<file path="src/rtl/pwm_capture.sv">
// PWM capture: measures period and high time of an asynchronous PWM input in clk cycles.
// Optional glitch filter after the synchroniser is enabled by defining PWM_GLITCH_FILTER_EN.
module pwm_capture #(
    parameter int CNT_BITS    = 16,
    parameter int SYNC_STAGES = 2,
    parameter int FILT_LEN    = 3
) (
    input  logic                clk,
    input  logic                reset,
    input  logic                en,
    input  logic                pwm_in,
    output logic [CNT_BITS-1:0] period,
    output logic [CNT_BITS-1:0] high_time,
    output logic                meas_valid,
    output logic                timeout,
    output logic                stuck_level
);

    if (SYNC_STAGES < 2 || SYNC_STAGES > 4 || FILT_LEN < 2 || FILT_LEN > 15) begin : g_param_check
        $error("pwm_capture: SYNC_STAGES must be 2..4 and FILT_LEN 2..15");
    end

    typedef enum logic [1:0] {
        ST_IDLE,
        ST_HIGH,
        ST_LOW
    } state_t;

    // Last count before the counter would reach all-ones; reaching it without a rise is a timeout.
    localparam logic [CNT_BITS-1:0] CNT_LAST = {{(CNT_BITS-1){1'b1}}, 1'b0};
    localparam logic [CNT_BITS-1:0] CNT_ONE  = {{(CNT_BITS-1){1'b0}}, 1'b1};

    logic [SYNC_STAGES-1:0] r_sync;
    logic                   w_s;
    logic                   w_lvl;
    logic                   r_lvl_d;
    logic                   w_rise;
    logic                   w_fall;
    state_t                 r_state;
    logic [CNT_BITS-1:0]    r_pcnt;
    logic [CNT_BITS-1:0]    r_hcnt;

    always_ff @(posedge clk) begin
        if (reset) begin
            r_sync <= '0;
        end else begin
            r_sync <= {r_sync[SYNC_STAGES-2:0], pwm_in};
        end
    end

    assign w_s = r_sync[SYNC_STAGES-1];

`ifdef PWM_GLITCH_FILTER_EN
    logic [FILT_LEN-2:0] r_filt_hist;
    logic [FILT_LEN-1:0] w_filt_win;
    logic                r_filt;

    assign w_filt_win = {r_filt_hist, w_s};

    // Level only moves once FILT_LEN consecutive samples agree; shorter pulses are absorbed.
    always_ff @(posedge clk) begin
        if (reset) begin
            r_filt_hist <= '0;
            r_filt      <= 1'b0;
        end else begin
            r_filt_hist <= w_filt_win[FILT_LEN-2:0];
            if (&w_filt_win) begin
                r_filt <= 1'b1;
            end else if (~|w_filt_win) begin
                r_filt <= 1'b0;
            end
        end
    end

    assign w_lvl = r_filt;
`else
    assign w_lvl = w_s;
`endif

    always_ff @(posedge clk) begin
        if (reset) begin
            r_lvl_d <= 1'b0;
        end else begin
            r_lvl_d <= w_lvl;
        end
    end

    assign w_rise = w_lvl & ~r_lvl_d;
    assign w_fall = ~w_lvl & r_lvl_d;

    always_ff @(posedge clk) begin
        if (reset) begin
            r_state     <= ST_IDLE;
            r_pcnt      <= '0;
            r_hcnt      <= '0;
            period      <= '0;
            high_time   <= '0;
            meas_valid  <= 1'b0;
            timeout     <= 1'b0;
            stuck_level <= 1'b0;
        end else begin
            meas_valid <= 1'b0;
            if (!en) begin
                r_state <= ST_IDLE;
                r_pcnt  <= '0;
                r_hcnt  <= '0;
            end else begin
                case (r_state)
                    ST_IDLE: begin
                        if (w_rise) begin
                            r_state <= ST_HIGH;
                            r_pcnt  <= CNT_ONE;
                            r_hcnt  <= CNT_ONE;
                        end
                    end
                    ST_HIGH: begin
                        if (r_pcnt == CNT_LAST) begin
                            timeout     <= 1'b1;
                            stuck_level <= w_lvl;
                            r_state     <= ST_IDLE;
                            r_pcnt      <= '0;
                            r_hcnt      <= '0;
                        end else begin
                            r_pcnt <= r_pcnt + CNT_ONE;
                            if (w_fall) begin
                                r_state <= ST_LOW;
                            end else begin
                                r_hcnt <= r_hcnt + CNT_ONE;
                            end
                        end
                    end
                    ST_LOW: begin
                        // A rise on the final count still closes the period rather than timing out.
                        if (w_rise) begin
                            period     <= r_pcnt;
                            high_time  <= r_hcnt;
                            meas_valid <= 1'b1;
                            timeout    <= 1'b0;
                            r_state    <= ST_HIGH;
                            r_pcnt     <= CNT_ONE;
                            r_hcnt     <= CNT_ONE;
                        end else if (r_pcnt == CNT_LAST) begin
                            timeout     <= 1'b1;
                            stuck_level <= w_lvl;
                            r_state     <= ST_IDLE;
                            r_pcnt      <= '0;
                            r_hcnt      <= '0;
                        end else begin
                            r_pcnt <= r_pcnt + CNT_ONE;
                        end
                    end
                    default: begin
                        r_state <= ST_IDLE;
                        r_pcnt  <= '0;
                        r_hcnt  <= '0;
                    end
                endcase
            end
        end
    end

endmodule
</file>
<file path="config.mk">
export PLATFORM = sky130hd
export DESIGN_NAME = pwm_capture
export DESIGN_NICKNAME = d
export VERILOG_FILES = /design/src/rtl/pwm_capture.sv
export SDC_FILE = /design/constraint.sdc
export NUM_CORES = 1
export LEC_CHECK = 0
export ABC_AREA = 1
export BUFFER_PORTS_ARGS = -buffer_cell sky130_fd_sc_hd__buf_2
export CORE_ASPECT_RATIO = 1.5
export CORE_MARGIN = 10
export CORE_UTILIZATION = 50
export DETAILED_ROUTE_END_ITERATION = 12
export PLACE_DENSITY = 0.77
export SYNTH_ARGS = -nofsm -noshare
export SYNTH_HDL_FRONTEND = slang
export SYNTH_SLANG_ARGS = --single-unit
</file>
<file path="constraint.sdc">
create_clock -name clk -period 2.1 [get_ports clk]
set_clock_uncertainty 0.05 [all_clocks]
set_input_delay 0.42 -clock clk [delete_from_list [all_inputs] [get_ports clk]]
set_output_delay 0.42 -clock clk [all_outputs]
set_load 0.01 [all_outputs]
</file>
# [After elaboration in Yosys (flattened, before gate mapping)]
# Cells that the tools add are included.
[totals] reg_bits=72 ramBits=0 out_inout_bits=35 word_cells=57 latchBits=0 memories=0 mem_bits_ro=0 inputBits=4
[classes] n_mux=22 addsub=2 mul=0 n_bitwise=6 shifts=0 n_reduce_logical=9 n_eq_ne=8 n_div=0 n_lt_le_gt_ge=0
[ops] operator="$mux 16" n=7
[ops] operator="$pmux 16 s3" n=2
[ops] operator="$add 16x1->16 const B" n=2
[ops] operator="$eq 16x16->1 const B" n=1
[ops] operator="$reduce_and 3->1" n=4
[ops] operator="$mux 2" n=5
[ops] operator="$ne 3x3->1 const B" n=3
[ops] operator="$pmux 2 s3" n=1
[ops] operator="$mux 1" n=5
[ops] operator="$ne 2x2->1 const B" n=2
[ops] operator="$not 1->1" n=4
[ops] operator="$pmux 1 s2" n=2
[ops] operator="$reduce_or 3->1" n=1
[ops] operator="$and 1x1->1" n=2
[ops] operator="$eq 2x1->1 const B" n=1
[ops] operator="$eq 2x2->1 const B" n=1
[ops] operator="$logic_not 2->1" n=1
[ops] operator="$reduce_and 2->1" n=1
[ops] operator="$reduce_bool 2->1" n=1
[ops] operator="$reduce_or 2->1" n=1

# [Depth between registers and ports, before layout]
[depth] ltp_word=5 mapped_depth=13 mapped_depth_nobuf=13

# [Worst setup path after synthesis]
# OpenSTA, ideal clock, no wires.
[synth_path] path_type="flip-flop to flip-flop" startpoint="register r_pcnt[0]" endpoint="register r_hcnt[14]" required_ns=1.941 arrival_time_ns=1.513 stages_incl_launch_ff=14 slack_ns=0.428 synth_period_minus_slack_ns=1.672 path_cell_list="dfxtp_1 -> inv_1 -> ha_1 -> nand2_1 -> nor2_1 -> nand2_2 -> nor2_8 -> nor2_4 -> nor2_8 -> nand2_4 -> nand2_4 -> o21ai_1 -> nand2_1 -> inv_1"
[synth_between] elab_chain_cells=3 word_cells_on_any_way=6
[synth_rtl] item="start: declaration" line_no="40" source="logic [CNT_BITS-1:0] r_pcnt;"
[synth_rtl] item="start signal: assignment" line_no="124" source="r_pcnt <= r_pcnt + CNT_ONE;"
[synth_rtl] item="start signal: assignment" line_no="149" source="r_pcnt <= r_pcnt + CNT_ONE;"
[synth_rtl] item="$eq 16x16->1 (*)" line_no="117, 142"
[synth_rtl] item="$ne 3x3->1 (no line) or $mux 16 (tied branches)"
[synth_rtl] item="$reduce_and 3->1 (no line) or $pmux 16 s3 (tied branches)"
[synth_rtl] item="end signal: assignment" line_no="128" source="r_hcnt <= r_hcnt + CNT_ONE;"
[synth_rtl] item="end: declaration" line_no="41" source="logic [CNT_BITS-1:0] r_hcnt;"
# Mark *: on every way between the ends. The rest lies on a longest branch, timed or not.
# A chain may end at the register's enable or synchronous reset.

# [Worst setup path in the final report]
[layout_path] startpoint="register r_pcnt[0]" endpoint="register r_hcnt[15]"
# Same word-level chain as after synthesis.

==> results.cfg <==
[synthesis]
synth-main-ff-cell = dfxtp_1
syn_nets = 479
yosysUniqueCellTypes = 33
synth_edf_count = 0
avgSynthCellArea_sq_um = 7.15
synth_seq_cells = 72
synthArstFlopShare_pct = 0
synthCells = 468
synth_warnings = 0
yosysSeqAreaShare_pct = 43.1
netlist_area_sq_um = 3340

[hold_path]
holdCritPathClass = input port to register
worst_hold_path.num_cells = 3
hold_path_startpoint = pwm_in
hold_path_end = r_sync[0]

[global_route]
grt.overflow.total = 0
grt.total_usage_pct = 16.0
grt_pass1_wl_microns = 13600
grt_pass1_vias = 3101
grt_max_degree = 38
antenna_found_initial = 0

[pwr]
peakVddDrop_uv = 457
p_per_area_nw_per_um2 = 687
finalPower_mw = 2.67
leakagePower_nw = 1.60

[clock_tree]
cts_hold_buf = 0
cts_tree = done
cts_buffers = 9
cts.clk_slew.worst_paths_ps = 70
clkSinkCount = 72
htree_levels = 3
clock_latency_ps = 360
ctsRootBufferMaster = clkbuf_8
cts_max_path_buffers = 2

[critical_path]
crit_required_ps = 2310
r2r_setup_slack_ps = 210
reg2reg_to = r_hcnt[15]
arrival_ps = 2100
end_kind = register
path_buf_inv = 2
r2r_start = r_pcnt[0]
critPathMaxFanout = 10
reg2reg_depth = 13
cp_top_family = simple AND/OR/NAND/NOR gates
critPathKind = register to register
slowest_stage = dfxtp_1
cp-start-kind = register
worstPathCellList = inv_1 -> ha_1 -> nand2_1 -> nor2_2 -> nand2_2 -> nor2_8 -> nor2_4 -> nor2_8 -> nand2_4 -> nand2_4 -> o21ai_1 -> nand2_1 -> inv_1
cp_slowest_stage_delay_ps = 340

[timing]
worst_pin_slew_ps = 443
fin_ws_ps = 209
setup_tns_ps = 0
drv_slew = 0
slew_headroom_pct = 70.2
final-hold-violation-count = 0
final.min_clock_period_ps = 1890
finalCritPeriodShare_pct = 90.1
fmax_mhz = 529
setup_viol = 0

[place]
dp_hpwl_microns = 5950
pre_cts_ws_ps = 155
numPortBuffers = 38
dp_cells = 581
routabilityCongestion = 0.901

[drt]
routedWlPerCell_microns = 13.0
wirelength_microns = 7790
num_vias = 3093
remaining_drc_errors = 0
via_per_inst = 5.17
antenna_left = 0
drtIter0Drc = 97
dr.pass1.iters = 4

[die]
ios = 39
rows = 36
start_util_pct = 51.6
core_area_sq_um = 6490
die-area_sq_um = 10400
die_x_microns = 86.8
die_y_microns = 120

[finish]
layout_commonest_cell = nand2_1
fill_cells = 627
area_delta_synth_final_pct = 16.3
multiInputGateArea_sq_um = 1660
nNetsFinal = 528
regArea_sq_um = 1440
fin_cells = 598
drive_above_1_share_pct = 16.7
layout_common_cells = nand2_1 (134), dfxtp_1 (72), inv_1 (52)
n_antenna_cell = 0

[outcome]
outcome = complete, no violations

[run]
drv_cap = 0
## synthesized netlist by cell type, drive strengths merged (2+ instances only)
master	n	area, sq um
o21bai	2	15.0
buf	6	35.0
xor2	8	70.1
ha	7	87.6
nand4	15	93.8
a211oi	2	15.0
nand2	143	569
nor3b	2	15.0
nand3	16	80.1
a31oi	2	12.5
nor3	9	45.0
xnor2	2	17.5
dfxtp	72	1440
o21ai	18	97.6
nor2	60	290
a21oi	40	200
inv	52	195
clkbuf	6	22.5
## cells by family after synthesis
family | count (synthesis) | synth area share [%]
AO/OA/AOI/OAI | 67 | 10.8
XOR/XNOR | 10 | 2.62
adder cells (fa/ha/maj) | 7 | 2.62
buffers and inverters | 64 | 7.56
flip-flops | 72 | 43.1
AND/OR/NAND/NOR | 248 | 33.3
## per-layer routing
layer | global-route usage (%) | wire (microns)
met1 | 15.2 | 2980
met2 | 28.9 | 4220
met3 | 5.01 | 370
met4 | 8.94 | 217
met5 | 0 | 0
## stage by stage
stage	hold slack, ps	util, %	area [sq um]
floorplan	338	-	3340
global placement	340	56.3	3650
detailed placement	348	56.3	3650
CTS	193	59.6	3870
global route	216	60.0	3890
finish	211	60.0	3890
## what timing repair did
item / 4_1_cts / 5_1_grt
buffers inserted: 0 / 1
setup endpoints to repair: 0 / 24
resized for setup: 0 / 4
## worst min-delay path: stages
cell    delay [ps]
buf_2           70
inv_1           30
nor2_1          60
## registers in the layout, indices dropped and copies added, names as in the netlist
register and flops:
r_sync 2, high_time 16, meas_valid 1, r_state 2
r_hcnt 16, stuck_level 1, timeout 1, r_pcnt 16
r_lvl_d 1, period 16
## report_power, final
part / internal, mW / total [mW] / leakage, nW / switching (mW)
Clock: 0.701 / 1.20 / 0.108 / 0.495
Combinational: 0.0312 / 0.102 / 0.912 / 0.0705
Sequential: 1.37 / 1.37 / 0.580 / 0.00342
Total: 2.10 / 2.67 / 1.60 / 0.569
## layout make-up
cell class | instances | area share (%)
sequential | 72 | 37.1
tap | 76 | 2.45
clock inverter | 3 | 1.67
multi-input combinational | 332 | 42.8
timing repair buffer | 50 | 7.21
inverter | 52 | 5.02
clock buffer | 13 | 3.83
## worst max-delay path by stage
stage                          from          to  depth (start not counted)
after floorplan           r_pcnt[0]  r_hcnt[14]                         13
after global placement    r_pcnt[0]  r_pcnt[14]                         11
after detailed placement  r_pcnt[0]   r_pcnt[5]                         11
after CTS                 r_pcnt[0]   r_pcnt[5]                         11
after global routing      r_pcnt[0]  r_hcnt[12]                         13
final                     r_pcnt[0]  r_hcnt[15]                         13
Power figures use the tool's default switching activity.
